**src/rtl/alu_pkg.sv**
```systemverilog
// Shared encodings for the ALU result arbiter: FSM states, grant source codes and default widths.
package alu_pkg;

   localparam int DEF_DATA_SIZE = 32;
   localparam int DEF_ID_SIZE   = 4;
   localparam int DEF_CNT_SIZE  = 16;
   localparam int RES_SIZE      = DEF_DATA_SIZE + 1 + DEF_ID_SIZE;

   typedef enum logic [1:0] {
      IDLE   = 2'd0,
      WR_MUL = 2'd1,
      WR_AS  = 2'd2
   } state_t;

   localparam logic SRC_MUL = 1'b0;
   localparam logic SRC_AS  = 1'b1;

endpackage

```
**src/rtl/d_ff_async_en.sv**
```systemverilog
// Generic enabled register with asynchronous active-high reset to a parameterised value.
module d_ff_async_en #(
   parameter int           W       = 1,
   parameter logic [W-1:0] RST_VAL = '0
) (
   input  logic         clk,
   input  logic         rst,
   input  logic         en,
   input  logic [W-1:0] d,
   output logic [W-1:0] q
);

   always_ff @(posedge clk or posedge rst) begin
      if (rst)     q <= RST_VAL;
      else if (en) q <= d;
   end

endmodule

```
**src/rtl/result_capture_slot.sv**
```systemverilog
// One-entry holding slot for a producer's result pulse; flags an overwrite of a still-pending result.
module result_capture_slot #(
   parameter int W = 37
) (
   input  logic         clk,
   input  logic         rst,
   input  logic         capture,
   input  logic [W-1:0] capture_data,
   input  logic         clear,
   output logic         pend,
   output logic [W-1:0] data,
   output logic         ovf
);

   // A capture in the same cycle as the clear wins: the slot stays pending with the new word.
   always_ff @(posedge clk or posedge rst) begin
      if (rst) begin
         pend <= 1'b0;
         data <= '0;
      end else begin
         if (capture)    pend <= 1'b1;
         else if (clear) pend <= 1'b0;
         if (capture)    data <= capture_data;
      end
   end

   assign ovf = capture & pend & ~clear;

endmodule

```
**src/rtl/alu_result_arbiter.sv**
```systemverilog
// Captures multiplier and add/sub result pulses, arbitrates round-robin and writes one result per
// grant into FIFO_out, returning a written pulse to the producing unit.
module alu_result_arbiter
   import alu_pkg::*;
#(
   parameter  int DATA_SIZE = DEF_DATA_SIZE,
   parameter  int ID_SIZE   = DEF_ID_SIZE,
   parameter  int CNT_SIZE  = DEF_CNT_SIZE,
   localparam int RW        = DATA_SIZE + 1 + ID_SIZE
) (
   input  logic                clk,
   input  logic                rst,
   input  logic                m_valid_res,
   input  logic [RW-1:0]       result_mul,
   input  logic                as_valid_res,
   input  logic [RW-1:0]       result_as,
   input  logic                fifo_full,
   output logic                fifo_wr_en,
   output logic [RW-1:0]       fifo_wr_data,
   output logic                mul_written,
   output logic                as_written,
   output logic                ready_f_res_m,
   output logic                ready_f_res_as,
   output logic                ovf_err,
   output logic [CNT_SIZE-1:0] res_count
);

   logic          pend_mul, pend_as, ovf_mul, ovf_as;
   logic [RW-1:0] data_mul, data_as;
   logic [1:0]    state_q;
   state_t        state, state_d;
   logic          last_grant;
   logic          wr_mul, wr_as, wr_any;

   assign state  = state_t'(state_q);
   assign wr_mul = (state == WR_MUL);
   assign wr_as  = (state == WR_AS);
   assign wr_any = wr_mul | wr_as;

   result_capture_slot #(.W(RW)) u_slot_mul (
      .clk(clk), .rst(rst), .capture(m_valid_res), .capture_data(result_mul),
      .clear(wr_mul), .pend(pend_mul), .data(data_mul), .ovf(ovf_mul)
   );

   result_capture_slot #(.W(RW)) u_slot_as (
      .clk(clk), .rst(rst), .capture(as_valid_res), .capture_data(result_as),
      .clear(wr_as), .pend(pend_as), .data(data_as), .ovf(ovf_as)
   );

   // Write states always fall back to IDLE, so writes are at least two cycles apart.
   always_comb begin
      state_d = IDLE;
      if (state == IDLE && !fifo_full) begin
         if (pend_mul && pend_as) state_d = (last_grant == SRC_AS) ? WR_MUL : WR_AS;
         else if (pend_mul)       state_d = WR_MUL;
         else if (pend_as)        state_d = WR_AS;
      end
   end

   d_ff_async_en #(.W(2), .RST_VAL(IDLE)) u_state_ff (
      .clk(clk), .rst(rst), .en(1'b1), .d(state_d), .q(state_q)
   );

   d_ff_async_en #(.W(1), .RST_VAL(SRC_AS)) u_last_ff (
      .clk(clk), .rst(rst), .en(wr_any), .d(wr_mul ? SRC_MUL : SRC_AS), .q(last_grant)
   );

   d_ff_async_en #(.W(CNT_SIZE), .RST_VAL('0)) u_count_ff (
      .clk(clk), .rst(rst), .en(wr_any), .d(res_count + 1'b1), .q(res_count)
   );

   d_ff_async_en #(.W(1), .RST_VAL(1'b0)) u_ovf_ff (
      .clk(clk), .rst(rst), .en(ovf_mul | ovf_as), .d(1'b1), .q(ovf_err)
   );

   assign fifo_wr_en     = wr_any;
   assign fifo_wr_data   = wr_mul ? data_mul : (wr_as ? data_as : '0);
   assign mul_written    = wr_mul;
   assign as_written     = wr_as;
   assign ready_f_res_m  = ~rst & ~pend_mul & ~fifo_full;
   assign ready_f_res_as = ~rst & ~pend_as & ~fifo_full;

endmodule
```
**config.mk**
```make
export PLATFORM = sky130hd
export DESIGN_NAME = alu_result_arbiter
export DESIGN_NICKNAME = d
export VERILOG_FILES = /design/src/rtl/alu_pkg.sv /design/src/rtl/d_ff_async_en.sv /design/src/rtl/result_capture_slot.sv /design/src/rtl/alu_result_arbiter.sv
export SDC_FILE = /design/constraint.sdc
export NUM_CORES = 1
export LEC_CHECK = 0
export ABC_CLOCK_PERIOD_IN_PS = 5500
export CORE_MARGIN = 1.5
export CORE_UTILIZATION = 50
export DETAILED_ROUTE_END_ITERATION = 16
export GPL_TIMING_DRIVEN = 0
export PLACE_DENSITY = 0.94
export SLEW_MARGIN = 20
export SYNTH_ARGS = -nofsm -noshare
export SYNTH_HDL_FRONTEND = slang
export SYNTH_HIERARCHICAL = 1
export SYNTH_SLANG_ARGS = --single-unit
```
**constraint.sdc**
```tcl
create_clock -name clk -period 5.5 [get_ports clk]
set_input_delay 1.65 -clock clk [delete_from_list [all_inputs] [get_ports clk]]
set_output_delay 1.65 -clock clk [all_outputs]
set_load 0.02 [all_outputs]
```
* After elaboration in Yosys (flattened, before gate mapping)
Index checks and enable logic that the tools add are counted.
** Cells by class
- Muxes and demuxes :: 12
- Equality and inequality tests :: 2
- Reduce and logical (&&, ||, !) cells :: 6
- Bitwise operators :: 16
- Add/subtract/negate cells :: 1
** Operators with widths (count)
- $mux W37 :: 2
- $add A16 B1 Y16 const B :: 1
- $mux W2 :: 5
- $and A1 B1 Y1 :: 8
- $not A1 Y1 :: 6
- $mux W1 :: 5
- $reduce_bool A2 Y1 :: 2
- $eq A2 B1 Y1 const B :: 1
- $eq A2 B2 Y1 const B :: 1
- $logic_and A1 B1 Y1 :: 2
- $logic_not A2 Y1 :: 1
- $or A1 B1 Y1 :: 2
- $logic_not A1 Y1 :: 1
** Storage, ports and cells
- Output and inout port bits :: 59
- Logic and storage cells :: 45
- Register bits after elaboration :: 96
- Bits of input ports :: 79

* Logic depth before layout (Yosys ltp)
- Word-level depth :: 4
- Mapped depth :: 6

* Cells and area by module
The synthesis kept the hierarchy.
** By module, submodules not included
- result_capture_slot :: times used 2, cells each 83, area an instance 1456.4 µm²
- alu_result_arbiter :: times used 1, cells each 103, area an instance 792.0 µm²
- d_ff_async_en (u_count_ff) :: times used 1, cells each 35, area an instance 653.1 µm²
- d_ff_async_en (u_state_ff) :: times used 1, cells each 5, area an instance 76.3 µm²
- d_ff_async_en (u_last_ff) :: times used 1, cells each 3, area an instance 45.0 µm²
- d_ff_async_en (u_ovf_ff) :: times used 1, cells each 3, area an instance 43.8 µm²

* Worst setup path before layout
Ideal clock, no wire load.
- Kind :: input port to output port
- Start :: input fifo_full
- End :: output ready_f_res_as
- Stages :: 1
- Path slack :: 1715 ps
- Arrival time :: 2135 ps
- Path buffers :: 0
- Data required time :: 3850 ps
- Cells stage by stage :: nor3_1
** On the way
- Word-level cells in the longest chain between the ends :: 2
** Ends and longest elaborated chain
- from (decl) :: line alu_result_arbiter.sv:17 : input logic fifo_full,
- $not A1 Y1 :: line alu_result_arbiter.sv:81 : assign ready_f_res_as = ~rst & ~pend_as & ~fifo_full;
- $and A1 B1 Y1 :: line alu_result_arbiter.sv:81
- to (decl) :: line alu_result_arbiter.sv:23 : output logic ready_f_res_as,
No other way between the ends.

* Worst setup path in the final report
- Start :: input rst
- End :: output ready_f_res_m
** On the way
- Word-level cells in the longest chain between the ends :: 3
** Ends and longest elaborated chain
- from (decl) :: line alu_result_arbiter.sv:12 : input logic rst,
- $not A1 Y1 :: line alu_result_arbiter.sv:80 : assign ready_f_res_m = ~rst & ~pend_mul & ~fifo_full;
- $and A1 B1 Y1 (2 in a row) :: line alu_result_arbiter.sv:80
- to (decl) :: line alu_result_arbiter.sv:22 : output logic ready_f_res_m,
No other way between the ends.

==> metrics <==
status finished, final reports clean; Final Worst Setup Slack 748.6 ps; Die H 98.11 um; sw frac 34.58%; worst min-delay path class reg2reg; fill cell count 583; # Post-CTS Setup Buffers 0; CTS root buffer clkbuf_8; share of layout cells above drive strength 1 29.15%; RSZ-0062 raised after global routing false; leading cell type in the layout, fill and taps excluded clkdlybuf4s50_1; fin crit share 86.39%; vias per cell 5.445; initial antenna violation count 0; IO buf count 135; critical path startpoint rst; Syn Area/Cell 14.36 sq um; DRC 0; Starting Density 51.61%; # diodes 0; Core Box Area 0.008763 sq mm; die area 0.009626 sq mm; Row Count 34; Hold Worst Slack 515.2 ps; routability cong. 0.7844; I/O Pins 138; Area Growth Syn to Fin 39.64%; clock latency on the worst-skew pair 370 ps; largest net degree at the start of global routing 23; WS Path Type in2out; worst r2r path cells 6; combinational power share 45.2%; Final Core Density 72.07%; Rel. slew slack 60.33%; Post-synth EDFFs 0; CP required 3850 ps; distinct cell type count after synthesis 29; DP HPWL 8589 um; R2R Path End u_last_ff/q; Max VDD drop 0.3117 mV; Overall Power 2.640 mW; P_int 1.727 mW; Power Density 418.0 mW/mm^2; htree depth 3; register area share after synthesis 53.14%; r2r startpoint u_state_ff/q[1]; Yosys reg bits 96; Multi-input gate area 0.001924 sq mm; commonest non-fill, non-tap cells in the layout clkdlybuf4s50_1, dfrtp_1, mux2_2, a22o_1, mux2_4; arrival time at the worst endpoint 3100 ps; Worst R2R Setup Slack 3580 ps; Post-CTS Hold Fix Bufs 0; Sink Count 96; clock skew 13.66 ps; Most used DFF post-synth dfrtp_1; Final #Nets 548; vias in the first global route 3405; Total Wirelength 11590 um; CTS tree yes; Crit. End Element output pin; setup violators final 0; Fin. Hold Viols 0; asr flop ratio synth 100.0%; post_cts resized 0; DR vias 3147; Routed WL per cell 20.06 um; Max Slew Vio Count 0; CP Max Fanout 8; sw power 0.9128 mW; Lkg Pwr 2.748 nW; Sequential Power Share 33.6%; type of origin of the critical path input port; Die Wd 98.11 um; Critical Path Sink ready_f_res_m; DRT iter0 DRCs 73; synth warn 6; TNS Setup 0 ps; Clock Power Share 21.2%; drt pass-1 iters 4; remaining global-route overflow 0; top achievable clock speed 0.2105 GHz; Register Area 0.002404 sq mm; first-pass GRT wire length 18570 um; CTS Buffer Depth 2; CTS clk-pin slew, worst paths 100 ps; Netlist Area Pre-Place 0.004523 sq mm; Antenna Nets Post-Route 0; Num CTS Buffers 9; All-Layer GR Usage 24.73%; Final Critical Period 4751 ps; Placement Setup Slack 747.2 ps; max_cap viols 0; cells after synthesis 315; actual slew at the worst max-slew pin 594.4 ps
metrics by stage:
| stage | cell area (sq um) | instances |
|---|---|---|
| after floorplan | 4531 | 317 |
| after global placement | 6017 | 560 |
| after detailed placement | 6072 | 562 |
| after CTS | 6316 | 578 |
| after global routing | 6316 | 578 |
| final | 6316 | 578 |
registers in the layout, summed over array words and instances (netlist names):
signal,flops
u_slot_as/data,37
u_slot_mul/data,37
u_count_ff/q,16
u_state_ff/q,2
u_last_ff/q,1
u_ovf_ff/q,1
u_slot_as/pend,1
u_slot_mul/pend,1
layout make-up:
class / instances / area share [%]
Multi-Input combinational cell: 187 / 30.47
Timing Repair Buffer: 137 / 22.27
Tap cell: 108 / 2.139
Sequential cell: 96 / 38.05
Buffer: 18 / 2.258
Clock buffer: 10 / 2.021
Clock inverter: 6 / 1.842
Inverter: 16 / 0.9509
kinds of logic after synthesis:
family          share of synthesized area [%]
compound gates                          7.718
xor+xnor                                2.711
fa+ha+maj                               1.107
buf+inv                                 4.481
flops                                   53.14
mux                                     25.73
other cells                           0.08291
simple gates                            5.035
routing by layer:
layer / up-vias / GRT usage [%] / routed length [um]
li1: 1436 / - / -
met1: 1589 / 31.56 / 4826
met2: 109 / 43.08 / 5982
met3: 13 / 4.510 / 624
met4: 0 / 7.253 / 158
met5: - / 0 / 0
worst min path at each step:
stage | startpoint | end | slack (ps) | cells past startpoint
after global placement | u_slot_as/data[10] | u_slot_as/data[10] | 490 | 1
after global routing | u_slot_as/data[20] | u_slot_as/data[20] | 530 | 1
after detailed placement | u_slot_as/data[18] | u_slot_as/data[18] | 490 | 1
after floorplan | u_slot_as/data[0] | u_slot_as/data[0] | 480 | 1
after CTS | u_slot_as/data[30] | u_slot_as/data[30] | 520 | 1
final | u_slot_as/data[11] | u_slot_as/data[11] | 520 | 1
power by group through the flow:
stage	Combinational [mW]	Sequential [mW]	Clock, mW
after global routing	1.26	0.901	0.598
after CTS	1.20	0.887	0.568
final	1.19	0.887	0.560
after floorplan	0.687	0.908	0
after global placement	1.16	0.890	0
after detailed placement	1.20	0.901	0
worst max-delay path: stages:
cell and delay, ps:
clkdlybuf4s50_1 600, nor3_1 210, clkdlybuf4s50_1 630
cells in the mapped netlist (5+ instances only):
cell,number,area [sq um]
nor3_1,6,30.03
nand2_1,5,18.77
mux2_2,66,743.2
buf_6,5,56.30
a22o_1,37,324.1
buf_2,5,25.02
dfrtp_1,95,2377
inv_1,16,60.06
mux2_4,28,420.4
xor2_1,10,87.58
No activity file was read; power rests on OpenSTA's default activity.
